### config.mk
export PLATFORM = sky130hd
export DESIGN_NAME = brick_sort_iter
export DESIGN_NICKNAME = d
export VERILOG_FILES = /design/src/rtl/brick_sort_iter.sv
export SDC_FILE = /design/constraint.sdc
export NUM_CORES = 2
export LEC_CHECK = 0
export BUFFER_PORTS_ARGS = -buffer_cell sky130_fd_sc_hd__buf_2
export CORE_AREA = 2 2 402 404
export DETAILED_ROUTE_END_ITERATION = 10
export DIE_AREA = 0 0 404 406
export HOLD_SLACK_MARGIN = 0.02
export PLACE_DENSITY = 0.53
export SLEW_MARGIN = 20
export SYNTH_ARGS = -nofsm -noshare
export SYNTH_HDL_FRONTEND = slang
export SYNTH_SLANG_ARGS = --single-unit
### constraint.sdc
create_clock -name clk -period 14.55 [get_ports clk]
set_clock_uncertainty 0.05 [all_clocks]
set_input_delay 1.455 -clock clk [delete_from_list [all_inputs] [get_ports clk]]
set_output_delay 1.455 -clock clk [all_outputs]
set_load 0.01 [all_outputs]
### src/rtl/brick_sort_iter.sv
// brick_sort_iter: iterative odd-even transposition (brick) sorter, one phase per clock.
// Optional macro BRICK_SORT_EARLY_EXIT_EN ends early after two consecutive swap-free phases.
module brick_sort_iter #(
   parameter int LOG_INPUT_NUM = 4,
   parameter int DATA_WIDTH    = 32,
   parameter int SIGNED        = 0,
   parameter int ASCENDING     = 1
) (
   input  logic                                    clk,
   input  logic                                    rst,
   input  logic                                    in_valid,
   output logic                                    in_ready,
   input  logic [(2**LOG_INPUT_NUM)*DATA_WIDTH-1:0] in_data,
   output logic                                    out_valid,
   input  logic                                    out_ready,
   output logic [(2**LOG_INPUT_NUM)*DATA_WIDTH-1:0] out_data,
   output logic                                    busy,
   output logic [LOG_INPUT_NUM:0]                  phase_count
);

   localparam int N  = 2**LOG_INPUT_NUM;
   localparam int W  = DATA_WIDTH;
   localparam int CW = LOG_INPUT_NUM + 1;

   localparam logic [1:0] S_IDLE = 2'd0;
   localparam logic [1:0] S_SORT = 2'd1;
   localparam logic [1:0] S_DONE = 2'd2;

   localparam logic [CW-1:0] LAST = CW'(N - 1);
   localparam logic [CW-1:0] ONE  = CW'(1);

   logic [1:0]     state_q, state_d;
   logic [N*W-1:0] data_q, data_d;
   logic [CW-1:0]  cnt_q, cnt_d;
   logic [N*W-1:0] nxt;
   logic           sort_end;
`ifdef BRICK_SORT_EARLY_EXIT_EN
   logic           swp;
   logic           prev_swp_q, prev_swp_d;
`endif

   function automatic logic out_of_order(
      input logic [W-1:0] a,
      input logic [W-1:0] b
   );
      logic a_gt_b;
      logic b_gt_a;
      if (SIGNED != 0) begin
         a_gt_b = $signed(a) > $signed(b);
         b_gt_a = $signed(b) > $signed(a);
      end else begin
         a_gt_b = a > b;
         b_gt_a = b > a;
      end
      return (ASCENDING != 0) ? a_gt_b : b_gt_a;
   endfunction

   // Phase parity picks the pair offset: even phases start at 0, odd at 1.
   always_comb begin
      nxt = data_q;
`ifdef BRICK_SORT_EARLY_EXIT_EN
      swp = 1'b0;
`endif
      for (int i = 0; i < N - 1; i++) begin
         if (1'(i) == cnt_q[0]) begin
            if (out_of_order(data_q[i*W +: W], data_q[(i+1)*W +: W])) begin
               nxt[i*W +: W]     = data_q[(i+1)*W +: W];
               nxt[(i+1)*W +: W] = data_q[i*W +: W];
`ifdef BRICK_SORT_EARLY_EXIT_EN
               swp = 1'b1;
`endif
            end
         end
      end
   end

`ifdef BRICK_SORT_EARLY_EXIT_EN
   assign sort_end = (cnt_q == LAST) ||
                     ((cnt_q != '0) && !swp && !prev_swp_q);
`else
   assign sort_end = (cnt_q == LAST);
`endif

   always_comb begin
      state_d = state_q;
      data_d  = data_q;
      cnt_d   = cnt_q;
`ifdef BRICK_SORT_EARLY_EXIT_EN
      prev_swp_d = prev_swp_q;
`endif
      unique case (state_q)
         S_IDLE: begin
            if (in_valid) begin
               data_d  = in_data;
               cnt_d   = '0;
               state_d = S_SORT;
`ifdef BRICK_SORT_EARLY_EXIT_EN
               prev_swp_d = 1'b1;
`endif
            end
         end
         S_SORT: begin
            data_d = nxt;
            cnt_d  = cnt_q + ONE;
`ifdef BRICK_SORT_EARLY_EXIT_EN
            prev_swp_d = swp;
`endif
            if (sort_end) state_d = S_DONE;
         end
         S_DONE: begin
            if (out_ready) state_d = S_IDLE;
         end
         default: state_d = S_IDLE;
      endcase
   end

   always_ff @(posedge clk or posedge rst) begin
      if (rst) begin
         state_q <= S_IDLE;
         data_q  <= '0;
         cnt_q   <= '0;
`ifdef BRICK_SORT_EARLY_EXIT_EN
         prev_swp_q <= 1'b1;
`endif
      end else begin
         state_q <= state_d;
         data_q  <= data_d;
         cnt_q   <= cnt_d;
`ifdef BRICK_SORT_EARLY_EXIT_EN
         prev_swp_q <= prev_swp_d;
`endif
      end
   end

   assign in_ready    = (state_q == S_IDLE) && !rst;
   assign out_valid   = (state_q == S_DONE);
   assign busy        = (state_q == S_SORT);
   assign out_data    = data_q;
   assign phase_count = cnt_q;

endmodule

==> flow_summary.yaml <==
finish:
  fillers: 17089
  area_growth_pct: 22.3
  seqCellArea_um2: 13000
  postLayoutCoreUtil: 0.334
  layout-drive-gt1-share: 0.215
  nets: 7137
  multi_input_area_um2: 27200
global_route:
  grt_pass1_vias: 46199
  grt_usage: 0.290
  grt_pass1_wl_um: 347000
  overflow: 0
  antenna_found_initial: 109
  grt_max_degree: 186
critical_path:
  critPathMostFrequentCell: "buf_4"
  crit_fanout: 113
  reg2reg_from: "out_data[175]"
  crit_type: "primary input to flip-flop"
  cp_data_required_time_ps: 15110
  crit_path_end_kind: "flip-flop"
  startpoint_type: "primary input"
  max_stage_delay_ps: 830
  crit_slowest_cell: "buf_4"
  worstPathCellList: "buf_2, nor2b_4, buf_4, buf_4, buf_4, buf_6, nand2_1, o211ai_1, o31ai_1, a31oi_1"
  crit_arrival_ps: 5570
  crit_start: "in_valid"
yosys:
  synth_top_area_frac: 0.298
  syn_nets: 6346
  synth_area_leaders: "dfrtp_1 30%, ha_1 14%, o211ai_1 5.8%"
  ys_ff_latch: 519
  syn_area_per_cell_um2: 8.16
  synthFlopType: "dfrtp_1"
  synth_cells: 5348
  ys_types: 71
  synthArstFlopShare: 1.00
  ys_seq_area_frac: 0.298
  ys_warn_count: 0
  synth_area_um2: 43600
  synth_enable_flop_cells: 0
  yosys.area.top_type: "dfrtp_1"
floorplanning:
  die_area_um2: 164000
  num_io_pins: 1036
  initial_core_util: 0.273
  floorplan.die.width_um: 404
  die_h_um: 406
  core-area_um2: 160000
  num_rows: 147
placement:
  dp_hpwl_um: 193000
  port_buffers: 1035
  place_congestion: 1.02
clock_network:
  cts_root_buf: "clkbuf_16"
  postCtsSetupBuffers: 0
  cts_resized: 0
  postCtsHoldBufs: 0
  cts.sink_count: 519
  clock_path_buffers: 3
  clk_latency_ps: 700
  htreeDepth: 3
  numCtsBuffers: 75
  path_clk_slew_ps: 60
  cts_tree: "done"
timing:
  fmax_ghz: 0.200
  finalSetupViolations: 0
  period_minus_slack_ps: 5010
  fin_crit_sh: 0.344
  worst_slew_pin_slew_ps: 1140
  fin_tns_setup_ps: 0
  timing.final.max_slew_violations: 0
  grt_setup_unrepaired: "no"
  slew_headroom: 0.235
  hold_viol: 0
worst_hold_path:
  hold_path_startpoint: "phase_count[3]"
  hold_class: "flip-flop to flip-flop"
drt:
  vias: 48696
  ant_nets: 0
  dr.pass1.iters: 6
  post_drt_wl_per_cell_um: 29.7
  drtIter0Drc: 4845
  vias_per_cell: 5.84
  drc: 0
  wl_um: 248000
power:
  leakage_nw: 25.6
  cellPowerDensity_nw_per_um2: 317
  irDropWorstVdd_uv: 231
run_status:
  status: "finished clean"
job:
  maxCapViolCount: 0
cells by family after synthesis:
logic type | count (synthesis) | share of synthesized area
buf+inv | 929 | 0.0829
simple gates | 1249 | 0.127
fa+ha+maj | 482 | 0.138
flops | 519 | 0.298
compound gates | 1954 | 0.306
mux | 215 | 0.0493
per-layer routing:
metal | vias to the layer above | GRT usage | routed length (µm)
li1 | 21657 | - | -
met3 | 497 | 0.0718 | 20700
met1 | 24230 | 0.362 | 99500
met4 | 64 | 0.157 | 13600
met5 | - | 0 | 407
met2 | 2248 | 0.459 | 113000
cell type report:
type | count | share of cell area
sequential | 519 | 0.243
timing repair buffer | 1121 | 0.111
inverter | 522 | 0.0369
clock inverter | 21 | 0.00494
antenna | 50 | 0.00234
multi-input combinational | 3900 | 0.510
clock buffer | 116 | 0.0428
tap | 2086 | 0.0489
worst max-delay path: cells and delay by family:
family          cells  cell delay (ps)
buf+inv             5             3130
compound gates      3              420
simple gates        2              310
report_power, final:
part | leakage [nW] | switching (W) | internal, W | total [W]
combinational | 18.4 | 0.00679 | 0.00405 | 0.0108
sequential | 5.90 | 0.00184 | 0.00227 | 0.00411
clock | 1.26 | 0.000828 | 0.00114 | 0.00197
total | 25.6 | 0.00946 | 0.00746 | 0.0169
path summary, 6_finish.rpt:
kind | slack [ps] | end | cells after the start
worst max-delay path | 9540 | out_data[357] | 10
max in group asynchronous | 10590 | out_data[250] | 5
worst max register to register | 9590 | out_data[132] | 10
min in group asynchronous | 900 | state_q[1] | 2
worst min-delay path | 460 | phase_count[3] | 1
worst min register to register | 460 | phase_count[3] | 1
registers in the layout, summed over array words and instances, names as in the netlist:
name,cells
out_data,512
phase_count,5
state_q,2
stage by stage:
| stage | setup WS [ps] | power [W] | hold slack [ps] | cell area [µm²] | instances |
|---|---|---|---|---|---|
| after floorplan | 5990 | 0.0104 | 484 | 43700 | 5348 |
| after global placement | 8720 | 0.0146 | 447 | 50700 | 8147 |
| after detailed placement | 8670 | 0.0147 | 453 | 50700 | 8147 |
| after CTS | 9430 | 0.0168 | 457 | 53200 | 8284 |
| after global routing | 9290 | 0.0181 | 509 | 53400 | 8319 |
| final | 9540 | 0.0169 | 457 | 53400 | 8335 |
cell usage after synthesis, types with 7 or more instances:
master and n:
a21o_1 26, or4_1 13, nor2b_1 19, a22oi_1 7, and2_1 7, nand3_1 47, o21ba_2 33, a211oi_1 77
dfrtp_1 519, o22ai_1 64, a2111oi_0 34, a31o_2 12, o31ai_1 292, nor3b_1 40, a221oi_1 155, nor2_1 261
nor3_1 56, a32oi_1 12, nand2_1 645, buf_2 47, a2bb2oi_1 17, nand4_1 104, mux2i_1 215, a221o_1 38
o21ai_0 185, o211ai_1 336, clkbuf_1 343, a31oi_1 152, a21oi_1 465, nor4_1 18, nand2b_1 12, buf_1 9
inv_1 522, ha_1 482
placed cells by master, fill, tap and decap left out, drive strengths merged, types with 47 or more instances in the layout:
cell type     n
o22ai        64
dfrtp       519
a221oi      157
a21oi       465
ha          482
inv         523
mux2i       215
nand2       645
nand3        47
clkbuf      116
buf        1121
nor2        263
o21ai       188
nand4       105
o211ai      336
a31oi       153
a211oi       77
o31ai       292
diode        50
nor3         57
Power figures use the tool's default switching activity.
